===== src/rtl/sort_elem_serializer_pkg.sv =====
// Shared types and helpers for the sorted-bundle serializer: FSM states,
// default element width and a packed-bundle element extractor.
package sort_pkg;

    typedef enum logic {
        IDLE = 1'b0,
        SEND = 1'b1
    } state_e;

    localparam int unsigned DEFAULT_NBITS   = 8;
    localparam int unsigned MAX_NBITS       = 64;
    localparam int unsigned MAX_BUNDLE_BITS = 1024;

    // Callers zero-extend their bundle to MAX_BUNDLE_BITS and cast the
    // result back down to their own element width.
    function automatic logic [MAX_NBITS-1:0] elem_at(
        input logic [MAX_BUNDLE_BITS-1:0] bundle,
        input int unsigned                nbits,
        input int unsigned                i
    );
        logic [MAX_BUNDLE_BITS-1:0] shifted;
        logic [MAX_NBITS-1:0]       mask;
        shifted = bundle >> (i * nbits);
        mask    = {MAX_NBITS{1'b1}} >> (MAX_NBITS - nbits);
        return MAX_NBITS'(shifted) & mask;
    endfunction

endpackage


===== src/rtl/sort_elem_serializer_if.sv =====
// Bundle-in / element-out handshake bundle for the serializer.
// master = producer/consumer side (bench), slave = serializer side.
interface sort_elem_serializer_if
    import sort_pkg::*;
#(
    parameter int p_nbits  = DEFAULT_NBITS,
    parameter int p_nelems = 4
);
    logic                         in_val;
    logic                         in_rdy;
    logic [p_nelems*p_nbits-1:0]  in_msg;
    logic                         out_val;
    logic                         out_rdy;
    logic [p_nbits-1:0]           out_msg;
    logic                         out_last;
    logic                         err_unsorted;

    modport master (
        output in_val, in_msg, out_rdy,
        input  in_rdy, out_val, out_msg, out_last, err_unsorted
    );

    modport slave (
        input  in_val, in_msg, out_rdy,
        output in_rdy, out_val, out_msg, out_last, err_unsorted
    );
endinterface


===== src/rtl/sort_elem_serializer_checker.sv =====
// Combinational adjacent-pair check: ok=1 when the bundle is non-decreasing
// (unsigned, equal neighbours allowed).
module sort_order_checker
    import sort_pkg::*;
#(
    parameter int p_nbits  = DEFAULT_NBITS,
    parameter int p_nelems = 4
) (
    input  logic [p_nelems*p_nbits-1:0] bundle,
    output logic                        ok
);
    logic [p_nbits-1:0] lo_elem;
    logic [p_nbits-1:0] hi_elem;

    always_comb begin
        ok      = 1'b1;
        lo_elem = '0;
        hi_elem = '0;
        for (int i = 0; i < p_nelems - 1; i++) begin
            lo_elem = p_nbits'(elem_at(MAX_BUNDLE_BITS'(bundle), p_nbits, i));
            hi_elem = p_nbits'(elem_at(MAX_BUNDLE_BITS'(bundle), p_nbits, i + 1));
            if (hi_elem < lo_elem) begin
                ok = 1'b0;
            end
        end
    end
endmodule


===== src/rtl/sort_elem_serializer.sv =====
// Serializes one sorted bundle into p_nelems element transfers, minimum first,
// with a sticky flag for any accepted bundle that is not non-decreasing.
module sort_elem_serializer
    import sort_pkg::*;
#(
    parameter int p_nbits  = DEFAULT_NBITS,
    parameter int p_nelems = 4
) (
    input  logic                   clk,
    input  logic                   reset,
    sort_elem_serializer_if.slave  io
);
    localparam int IDX_W = $clog2(p_nelems);
    localparam logic [IDX_W-1:0] LAST_IDX = IDX_W'(p_nelems - 1);

    state_e                       state_q, state_d;
    logic [IDX_W-1:0]             idx_q, idx_d;
    logic [p_nelems*p_nbits-1:0]  buf_q, buf_d;
    logic                         err_q, err_d;

    logic sorted_ok;
    logic at_last;
    logic in_rdy_c;
    logic accept;

    sort_order_checker #(
        .p_nbits  (p_nbits),
        .p_nelems (p_nelems)
    ) u_checker (
        .bundle (io.in_msg),
        .ok     (sorted_ok)
    );

    assign at_last = (idx_q == LAST_IDX);

    // The out_rdy term lets the next bundle load on the same edge the last
    // element leaves; reset gating keeps in_rdy low while reset is held.
    assign in_rdy_c = !reset &&
                      ((state_q == IDLE) || (state_q == SEND && at_last && io.out_rdy));
    assign accept   = io.in_val && in_rdy_c;

    always_comb begin
        state_d = state_q;
        idx_d   = idx_q;
        buf_d   = buf_q;
        err_d   = err_q;
        case (state_q)
            IDLE: begin
                if (accept) begin
                    state_d = SEND;
                end
            end
            SEND: begin
                if (io.out_rdy) begin
                    if (!at_last) begin
                        idx_d = idx_q + 1'b1;
                    end else if (!accept) begin
                        state_d = IDLE;
                    end
                end
            end
            default: state_d = IDLE;
        endcase
        if (accept) begin
            buf_d = io.in_msg;
            idx_d = '0;
            if (!sorted_ok) begin
                err_d = 1'b1;
            end
        end
    end

    always_ff @(posedge clk or posedge reset) begin
        if (reset) begin
            state_q <= IDLE;
            idx_q   <= '0;
            buf_q   <= '0;
            err_q   <= 1'b0;
        end else begin
            state_q <= state_d;
            idx_q   <= idx_d;
            buf_q   <= buf_d;
            err_q   <= err_d;
        end
    end

    assign io.in_rdy       = in_rdy_c;
    assign io.out_val      = (state_q == SEND);
    assign io.out_last     = (state_q == SEND) && at_last;
    assign io.out_msg      = p_nbits'(elem_at(MAX_BUNDLE_BITS'(buf_q), p_nbits, 32'(idx_q)));
    assign io.err_unsorted = err_q;
endmodule


===== src/flat_wrapper.sv =====
// flat-port wrapper written by rule: the top's interface ports become plain ports
module sort_elem_serializer_flat import sort_pkg::*;
#(
    parameter int p_nbits  = DEFAULT_NBITS,
    parameter int p_nelems = 4
)
  (clk, reset, io_in_val, io_in_msg, io_out_rdy, io_in_rdy, io_out_val, io_out_msg, io_out_last, io_err_unsorted);
  sort_elem_serializer_if #(.p_nbits(p_nbits), .p_nelems(p_nelems)) io_i ();
  input  logic clk;
  input  logic reset;
  input wire logic [$bits(io_i.in_val)-1:0] io_in_val;
  input wire logic [$bits(io_i.in_msg)-1:0] io_in_msg;
  input wire logic [$bits(io_i.out_rdy)-1:0] io_out_rdy;
  output wire logic [$bits(io_i.in_rdy)-1:0] io_in_rdy;
  output wire logic [$bits(io_i.out_val)-1:0] io_out_val;
  output wire logic [$bits(io_i.out_msg)-1:0] io_out_msg;
  output wire logic [$bits(io_i.out_last)-1:0] io_out_last;
  output wire logic [$bits(io_i.err_unsorted)-1:0] io_err_unsorted;
  assign io_i.in_val = io_in_val;
  assign io_i.in_msg = io_in_msg;
  assign io_i.out_rdy = io_out_rdy;
  assign io_in_rdy = io_i.in_rdy;
  assign io_out_val = io_i.out_val;
  assign io_out_msg = io_i.out_msg;
  assign io_out_last = io_i.out_last;
  assign io_err_unsorted = io_i.err_unsorted;
  sort_elem_serializer #(.p_nbits(p_nbits), .p_nelems(p_nelems)) u_core (.clk(clk), .reset(reset), .io(io_i));
endmodule

===== config.mk =====
export PLATFORM = sky130hd
export DESIGN_NAME = sort_elem_serializer_flat
export DESIGN_NICKNAME = d
export VERILOG_FILES = /design/src/rtl/sort_elem_serializer_pkg.sv /design/src/rtl/sort_elem_serializer_if.sv /design/src/rtl/sort_elem_serializer_checker.sv /design/src/rtl/sort_elem_serializer.sv /design/src/flat_wrapper.sv
export SDC_FILE = /design/constraint.sdc
export NUM_CORES = 1
export LEC_CHECK = 0
export ABC_AREA = 0
export ABC_CLOCK_PERIOD_IN_PS = 3800
export CORE_MARGIN = 2
export CORE_UTILIZATION = 55
export DETAILED_ROUTE_END_ITERATION = 8
export GPL_ROUTABILITY_DRIVEN = 1
export PLACE_DENSITY = 0.85
export SETUP_SLACK_MARGIN = 0.4
export SYNTH_ARGS = -nofsm -noshare
export SYNTH_HDL_FRONTEND = slang
export SYNTH_HIERARCHICAL = 1
export SYNTH_SLANG_ARGS = --single-unit

===== constraint.sdc =====
create_clock -name clk -period 3.8 [get_ports clk]
set_clock_uncertainty 0.15 [all_clocks]
set_input_delay 0.95 -clock clk [delete_from_list [all_inputs] [get_ports clk]]
set_output_delay 0.95 -clock clk [all_outputs]
set_load 0.1 [all_outputs]

=== Word-level counts from Yosys, hierarchy flattened ===
Cells that the tools add are included.

* Eq/ne operators: 2
* Bitwise gates (word level): 2
* Shift operators: 1
* Add/sub/neg operators: 1
* Magnitude comparators: 3
* Mux-type cells: 11
* Reductions and logical operators: 10

{| class="wikitable"
|+ Operators with widths
! operator !! count
|-
| 32-bit by 5-bit >> shifter with 8-bit output || 1
|-
| 8-bit less-than comparator || 3
|-
| 2-bit two-way mux || 4
|-
| 1-bit two-way mux || 6
|-
| 1-bit logical AND || 4
|-
| 2-bit nonzero test || 2
|-
| 3-bit AND reduction || 1
|-
| 2-bit by 1-bit adder with 2-bit output, second input constant || 1
|-
| 2-bit equality test, second input constant || 1
|-
| 2-bit != test, second input constant || 1
|-
| 1-bit NOT || 2
|-
| 1-bit one-hot mux with 2 select lines || 1
|-
| 2-bit AND reduction || 1
|-
| 1-bit zero test || 1
|-
| 1-bit logical OR || 1
|}

* Output and inout port bits: 12
* Register bits after elaboration: 36
* Word-level logic and storage cells: 34

=== Depth between registers and ports, before layout ===
Gate-level depths: netlist of the first run.

* Word-level depth: 10
* Mapped depth: 8

=== Modules after synthesis ===
The synthesis of the first run kept the hierarchy.

{| class="wikitable"
|+ By module, submodules not included
! module !! area an instance (sq um) !! cells an instance !! times used !! sequential area each (sq um)
|-
| sort_elem_serializer || 1724.2 || 96 || 1 || 900.9
|-
| sort_order_checker || 534.3 || 77 || 1 || 0.0
|}

=== Worst setup path before layout of the first run ===
OpenSTA, ideal clock, no wires.

* Path kind: reg-to-output
* Start point: register u_core.state_q, in the netlist u_core/io.out_val
* End point: output io_in_rdy
* Setup slack: 411 ps
* Arrival: 2289 ps
* Stages on the path, launching flop included: 3
* Required time: 2700 ps
* Cell sequence: dfrtp_1 > a21boi_4 > nor2_1

* Word-level cells in the longest chain between the ends: 4
* Elaborated cells on any way between the ends: 5
* Those cells by class: bitwise (1); reduce/logical (4)

{| class="wikitable"
|+ RTL lines
! element !! line !! RTL
|-
| from (decl) || sort_elem_serializer.sv:16 || <nowiki>state_e state_q, state_d;</nowiki>
|-
| from (signal assigned) || sort_elem_serializer.sv:80 || <nowiki>state_q <= state_d;</nowiki>
|-
| 1-bit logical AND (2 in series) || sort_elem_serializer.sv:39 || <nowiki>((state_q == IDLE) || (state_q == SEND && at_last && io.out_rdy));</nowiki>
|-
| 1-bit logical OR (*) || sort_elem_serializer.sv:39 ||
|-
| 1-bit logical AND (*) || sort_elem_serializer.sv:38 || <nowiki>assign in_rdy_c = !reset &&</nowiki>
|-
| to (decl) || flat_wrapper.sv:14 || <nowiki>output wire logic [$bits(io_i.in_rdy)-1:0] io_in_rdy;</nowiki>
|}

Mark *: on every way between the ends. The rest lies on a longest branch, timed or not.

=== Worst setup path after layout of the first run ===
* Start point: input io_out_rdy
* End point: output io_in_rdy

* Word-level cells in the longest chain between the ends: 3

{| class="wikitable"
|+ RTL lines
! element !! line !! RTL
|-
| from (decl) || flat_wrapper.sv:13 || <nowiki>input wire logic [$bits(io_i.out_rdy)-1:0] io_out_rdy;</nowiki>
|-
| 1-bit logical AND || sort_elem_serializer.sv:39 ||
|-
| 1-bit logical OR || sort_elem_serializer.sv:39 ||
|-
| 1-bit logical AND || sort_elem_serializer.sv:38 ||
|}

Every way passes these cells.

==> results of run 1 <==
## placed cells by master (no fill, tap or decap), types with 3 or more instances in the layout
cell type,Yosys,layout
mux2_4,26,26
dfrtp_1,36,36
nand3_1,3,3
ha_1,22,22
buf_4,0,13
o21ai_0,4,4
nor2_1,5,5
nand2_1,3,3
clkbuf_8,0,6
mux4_2,8,8
a21oi_1,9,9
inv_1,27,27
clkdlybuf4s50_1,0,35
mux2_2,6,6
## logic make-up after synthesis
group,after synthesis,synth area share (%)
AO/OA/AOI/OAI,21,6.32
XOR/XNOR,1,0.388
adder cells (fa/ha/maj),22,12.2
buffers and inverters,33,7.87
flip-flops,36,39.9
multiplexers,41,28.7
AND/OR/NAND/NOR,19,4.65
## power by group through the flow
stage               clock network, W  logic (W)  registers (W)
floorplan                          0    0.00127       0.000685
global placement                   0    0.00149       0.000722
detailed placement                 0    0.00152       0.000732
CTS                         0.000286    0.00152       0.000730
global route                0.000304    0.00157       0.000753
finish                      0.000279    0.00151       0.000726
## worst reg2reg max path: stages, from the launching register on
cell and delay [ns]:
dfrtp_1 0.74, ha_1 0.34, a21boi_4 0.09, nor3b_4 0.18, buf_4 0.51, mux2_2 0.43
## layer usage
metal | vias to the layer above | share of wire [%] | global-route usage (%)
met4 | 0 | 0.81 | 6.50
met3 | 4 | 4.6 | 6.09
li1 | 706 | - | -
met1 | 727 | 45 | 28.3
met5 | - | 0 | 0
met2 | 37 | 50 | 35.4
## registers in the layout, indices dropped and copies added, names as in the netlist
register,flops
u_core/buf_q,32
u_core/idx_q,2
u_core/io.err_unsorted,1
u_core/io.out_val,1
## per-stage QoR
step | cells | cell area, um^2 | hold slack [ns] | setup slack [ns] | utilization (%)
floorplan | 173 | 2260 | 0.325 | 0.411 | -
global placement | 266 | 2720 | 0.313 | 0.763 | 68.5
detailed placement | 266 | 2720 | 0.306 | 0.727 | 68.5
CTS | 274 | 2810 | 0.336 | 0.722 | 70.8
global route | 274 | 2810 | 0.347 | 0.666 | 70.8
finish | 274 | 2810 | 0.333 | 0.729 | 70.8
## final cells by class
class / instances / area [um^2]
timing repair buffer: 49 / 468
multi-input combinational: 104 / 1190
sequential: 36 / 901
clock inverter: 2 / 10.0
inverter: 27 / 101
fill: 275 / 1160
clock buffer: 6 / 82.6
tap: 50 / 62.6
## worst max path at each step
stage	startpoint	end	cells after the start
finish	io_out_rdy	io_in_rdy	4
global route	io_out_rdy	io_in_rdy	4
CTS	io_out_rdy	io_in_rdy	4
detailed placement	io_out_rdy	io_in_rdy	4
global placement	io_out_rdy	io_in_rdy	4
floorplan	u_core/io.out_val$_DFF_PP0_	io_in_rdy	2
==> results_dict.tcl, run 1 <==
set metrics [dict create \
    p_int_w 0.00129 \
    dieArea_um2 4630 \
    fin_crit_ns 3.07 \
    endpoint_kind "output pin" \
    grt_max_degree 37 \
    cts.clk_slew.worst_paths_ns 0.07 \
    cts_setup_buffers 0 \
    synth-main-ff-cell "dfrtp_1" \
    drtPass1Iterations 4 \
    power_frac_seq_pct 28.9 \
    synthTopCellsByCount "36 x dfrtp_1, 27 x inv_1, 26 x mux2_4" \
    cp_slowest_cell "clkdlybuf4s50_1" \
    cts_resized 0 \
    worstHoldStart "u_core/io.err_unsorted$_DFFE_PP0P_" \
    drt_iter0_markers 85 \
    wl_per_cell_um 16.3 \
    clkPwrFrac_pct 11.1 \
    cp_slowest_stage_delay_ns 0.53 \
    synth_top_cell_area_share_pct 39.9 \
    ant_nets 0 \
    rsz0062_at_grt "no" \
    clock_latency_ns 0.29 \
    wl_um 4470 \
    yosysWarnings 6 \
    yosysMostFrequentCell "dfrtp_1" \
    crit_fanout 3 \
    crit_family "buffers and inverters" \
    crit_path_start_kind "input pin" \
    drive_above_1_share_pct 28.6 \
    p_comb_share_pct 60.1 \
    p_total_w 0.00252 \
    finalHoldViolCount 0 \
    place_hpwl_um 3400 \
    ctsHoldBuffers 0 \
    min_path_cells 1 \
    synthTopCellsByArea "dfrtp_1 40%, mux2_4 17%, ha_1 12%" \
    swShare_pct 48.7 \
    antennaDiodeCount 0 \
    reg2reg_depth 5 \
    via_count 1474 \
    synthCells 173 \
    tightest_slew_ns 0.694 \
    drc 0 \
    avgSynthCellArea_um2 13.1 \
    track_usage_pct 21.8 \
    fmax_mhz 326 \
    htree_levels 2 \
    switchingPower_w 0.00122 \
    ir_worst_vdd_v 0.000571 \
    rr_startpoint "u_core/idx_q[0]$_DFFE_PP0P_" \
    period_share_pct 80.8 \
    core_um2 3970 \
    path_buf_inv 2 \
    r2r_end "u_core/buf_q[18]$_DFFE_PP0P_" \
    port_buffers 47 \
    grt_pass1_vias 1525 \
    root_buffer "clkbuf_8" \
    holdPathEnd "u_core/io.err_unsorted$_DFFE_PP0P_" \
    synth_cell_types 31 \
    rows 23 \
    power.leakage_nw 1.34 \
    finalMaxSlewViolations 0 \
    avgViaCountPerCell 5.38 \
    slew-limit-headroom_pct 53.7 \
    crit_type "input pin to output pin" \
    clockBufferDepth 2 \
    cp.arrival_ns 1.97 \
    syn_area_um2 2260 \
    yosysTopAreaCell "dfrtp_1" \
    worst_ep_required_time_ns 2.70 \
    status "complete, no violations" \
    cap_violations 0 \
    io_pins 48 \
    gp_congestion 0.789 \
    r2r_slack_ns 1.25 \
    nets 281 \
    grt_overflow 0 \
    clock-sinks 36 \
    min_path_type "register to register" \
    syn_nets 231 \
    ys_seq_elements 36 \
    die_y_um 68.1 \
    antenna_found_initial 0 \
    syn_to_final_growth_pct 24.5 \
    cts_made_buffers 5 \
    path_cells "clkdlybuf4s50_1, a21boi_4, nor2_1, buf_12" \
    ys_seq_area_share_pct 39.9 \
    synth-edff-count 0 \
    cts_tree "built" \
    die_w_um 68.1 \
    setup_viol_count_final 0 \
    grt_pass1_wl_um 7250 \
    async_reset_ff_share_pct 100 \
    tns_ns 0 \
    start_util_pct 56.9 \
    power.density_nw_per_um2 895 \
]
No activity file was read; power rests on OpenSTA's default activity.
==> inputs of run 2 (changes only) <==
Settings changed: ABC_CLOCK_PERIOD_IN_PS 3800 to 3200, CORE_UTILIZATION 55 to 51, PLACE_DENSITY 0.85 to 0.8.
Clock period 3.8 ns to 3.2 ns, I/O delays scaled along.
==> run 2 against run 1 <==
Clock power grew 41%. Sequential cell count is the same. Cell area grew 2.2%. Non-clock buffer count grew 2. First-iteration DRC count shrank 28%. Clock-buffer cell count is the same. Power grew 22%. Combinational power grew 22%. Critical path type unchanged. Worst hold slack gained 0.0071 ns. Sequential power grew 16%. Critical path depth is the same. Setup slack lost 0.23 ns.
==> results_dict.tcl, run 2 (synthesis gave the netlist of run 1 again) <==
set metrics [dict create \
    status "complete, no violations" \
    clock-sinks 36 \
    clock_latency_ns 0.29 \
    dieArea_um2 4980 \
    grt_pass1_wl_um 7320 \
    rsz0062_at_grt "no" \
    crit_type "input pin to output pin" \
    fmax_mhz 370 \
    root_buffer "clkbuf_8" \
    grt_pass1_vias 1511 \
    port_buffers 47 \
    ctsHoldBuffers 0 \
    rows 24 \
    die_w_um 70.5 \
    path_buf_inv 2 \
    placedInstanceArea_um2 2760 \
    stdcell_area_um2 2870 \
    setup_viol_count_final 0 \
    slew-limit-headroom_pct 69.7 \
    core_um2 4320 \
    avgViaCountPerCell 5.13 \
    drtPass1Iterations 4 \
    crit_fanout 3 \
    antenna_found_initial 0 \
    clockBufferDepth 2 \
    cp_slowest_stage_delay_ns 0.54 \
    antennaDiodeCount 0 \
    power.leakage_nw 1.36 \
    grt_overflow 0 \
    cp.arrival_ns 1.75 \
    fin_crit_ns 2.70 \
    cts.clk_slew.worst_paths_ns 0.07 \
    wl_um 4340 \
    switchingPower_w 0.00146 \
    finalHoldViolCount 0 \
    start_util_pct 52.2 \
    worst_ep_required_time_ns 2.25 \
    ir_worst_vdd_v 0.000930 \
    gp_congestion 0.804 \
    ant_nets 0 \
    wl_per_cell_um 15.6 \
    cap_violations 0 \
    nets 283 \
    final_util_pct 66.4 \
    p_int_w 0.00162 \
    io_pins 48 \
    via_count 1426 \
    syn_to_final_growth_pct 27.2 \
    period_share_pct 84.5 \
    drive_above_1_share_pct 29.6 \
    crit_family "buffers and inverters" \
    track_usage_pct 19.4 \
    layout_common_cells "35 x clkdlybuf4s50_1, 35 x dfrtp_1, 27 x inv_1" \
    place_hpwl_um 3190 \
    path_cells "clkdlybuf4s50_1, a21boi_4, nor2_2, buf_12" \
    cts_setup_buffers 0 \
    swShare_pct 47.3 \
    min_path_type "register to register" \
    tightest_slew_ns 0.454 \
    dpl.cell_count 270 \
    power_frac_seq_pct 27.4 \
    power.density_nw_per_um2 1070 \
    grt_max_degree 37 \
    cts_tree "built" \
    cts_made_buffers 5 \
    largestRegisters "u_core/buf_q (32), u_core/idx_q (2)" \
    htree_levels 2 \
    clkPwrFrac_pct 12.8 \
    die_y_um 70.5 \
    cp_slowest_cell "clkdlybuf4s50_1" \
    tns_ns 0 \
    drt_iter0_markers 61 \
    finalMaxSlewViolations 0 \
    crit_path_start_kind "input pin" \
    endpoint_kind "output pin" \
    drc 0 \
    largest_register_ffs 32 \
    largest_register "u_core/buf_q" \
    finalNonFillerCells 278 \
    p_comb_share_pct 59.8 \
]
run 2: final timing paths:
path	from	to	slack (ns)	depth (start not counted)
max in group asynchronous	reset	u_core/idx_q[0]$_DFFE_PP0P_	1.64	3
setup / recovery	io_out_rdy	io_in_rdy	0.50	4
hold reg to reg	u_core/io.err_unsorted$_DFFE_PP0P_	u_core/io.err_unsorted$_DFFE_PP0P_	0.34	1
hold / removal	u_core/io.err_unsorted$_DFFE_PP0P_	u_core/io.err_unsorted$_DFFE_PP0P_	0.34	1
min in group asynchronous	reset	u_core/buf_q[26]$_DFFE_PP0P_	0.92	3
setup reg to reg	u_core/idx_q[0]$_DFFE_PP0P_	u_core/buf_q[31]$_DFFE_PP0P_	1.08	5
run 2: layout make-up:
type / count / area [um^2]
Timing Repair Buffer: 51 / 508
Clock inverter: 2 / 35.0
Inverter: 27 / 101
Sequential cell: 36 / 902
Multi-Input combinational cell: 104 / 1190
Tap cell: 52 / 65.1
Fill cell: 341 / 1450
Clock buffer: 6 / 72.6
run 2: layer usage:
| layer | up-vias | routed length [um] | track usage [%] |
|---|---|---|---|
| met2 | 33 | 2010 | 30.2 |
| met1 | 671 | 2060 | 25.6 |
| li1 | 712 | - | - |
| met5 | - | 0 | 0 |
| met3 | 10 | 179 | 5.13 |
| met4 | 0 | 94 | 8.81 |
run 2: per-stage QoR:
step	worst slack [ns]	hold slack (ns)	total power [W]
after floorplan	0.428	0.325	0.00233
after global placement	0.467	0.332	0.00267
after detailed placement	0.483	0.315	0.00269
after CTS	0.490	0.341	0.00310
after global routing	0.461	0.371	0.00322
final	0.495	0.340	0.00308
run 2: worst register-to-register path: cells and delay by family (launching register included):
kind / cells / cell delay (ns)
AND/OR/NAND/NOR: 1 / 0.22
flip-flops: 1 / 0.58
buffers and inverters: 1 / 0.28
adder cells (fa/ha/maj): 1 / 0.30
multiplexers: 1 / 0.39
AO/OA/AOI/OAI: 1 / 0.09
run 2: what timing repair did:
action	in CTS	in global routing
endpoints found under the hold margin	0	0
endpoints found under the setup margin	7	0
gates resized for setup	1	0
run 2: power groups by stage:
stage / registers (W) / logic [W] / clock network [W]
final: 0.000844 / 0.00184 / 0.000393
after global routing: 0.000879 / 0.00192 / 0.000425
after CTS: 0.000846 / 0.00185 / 0.000403
after detailed placement: 0.000849 / 0.00184 / 0
after global placement: 0.000846 / 0.00182 / 0
after floorplan: 0.000813 / 0.00151 / 0
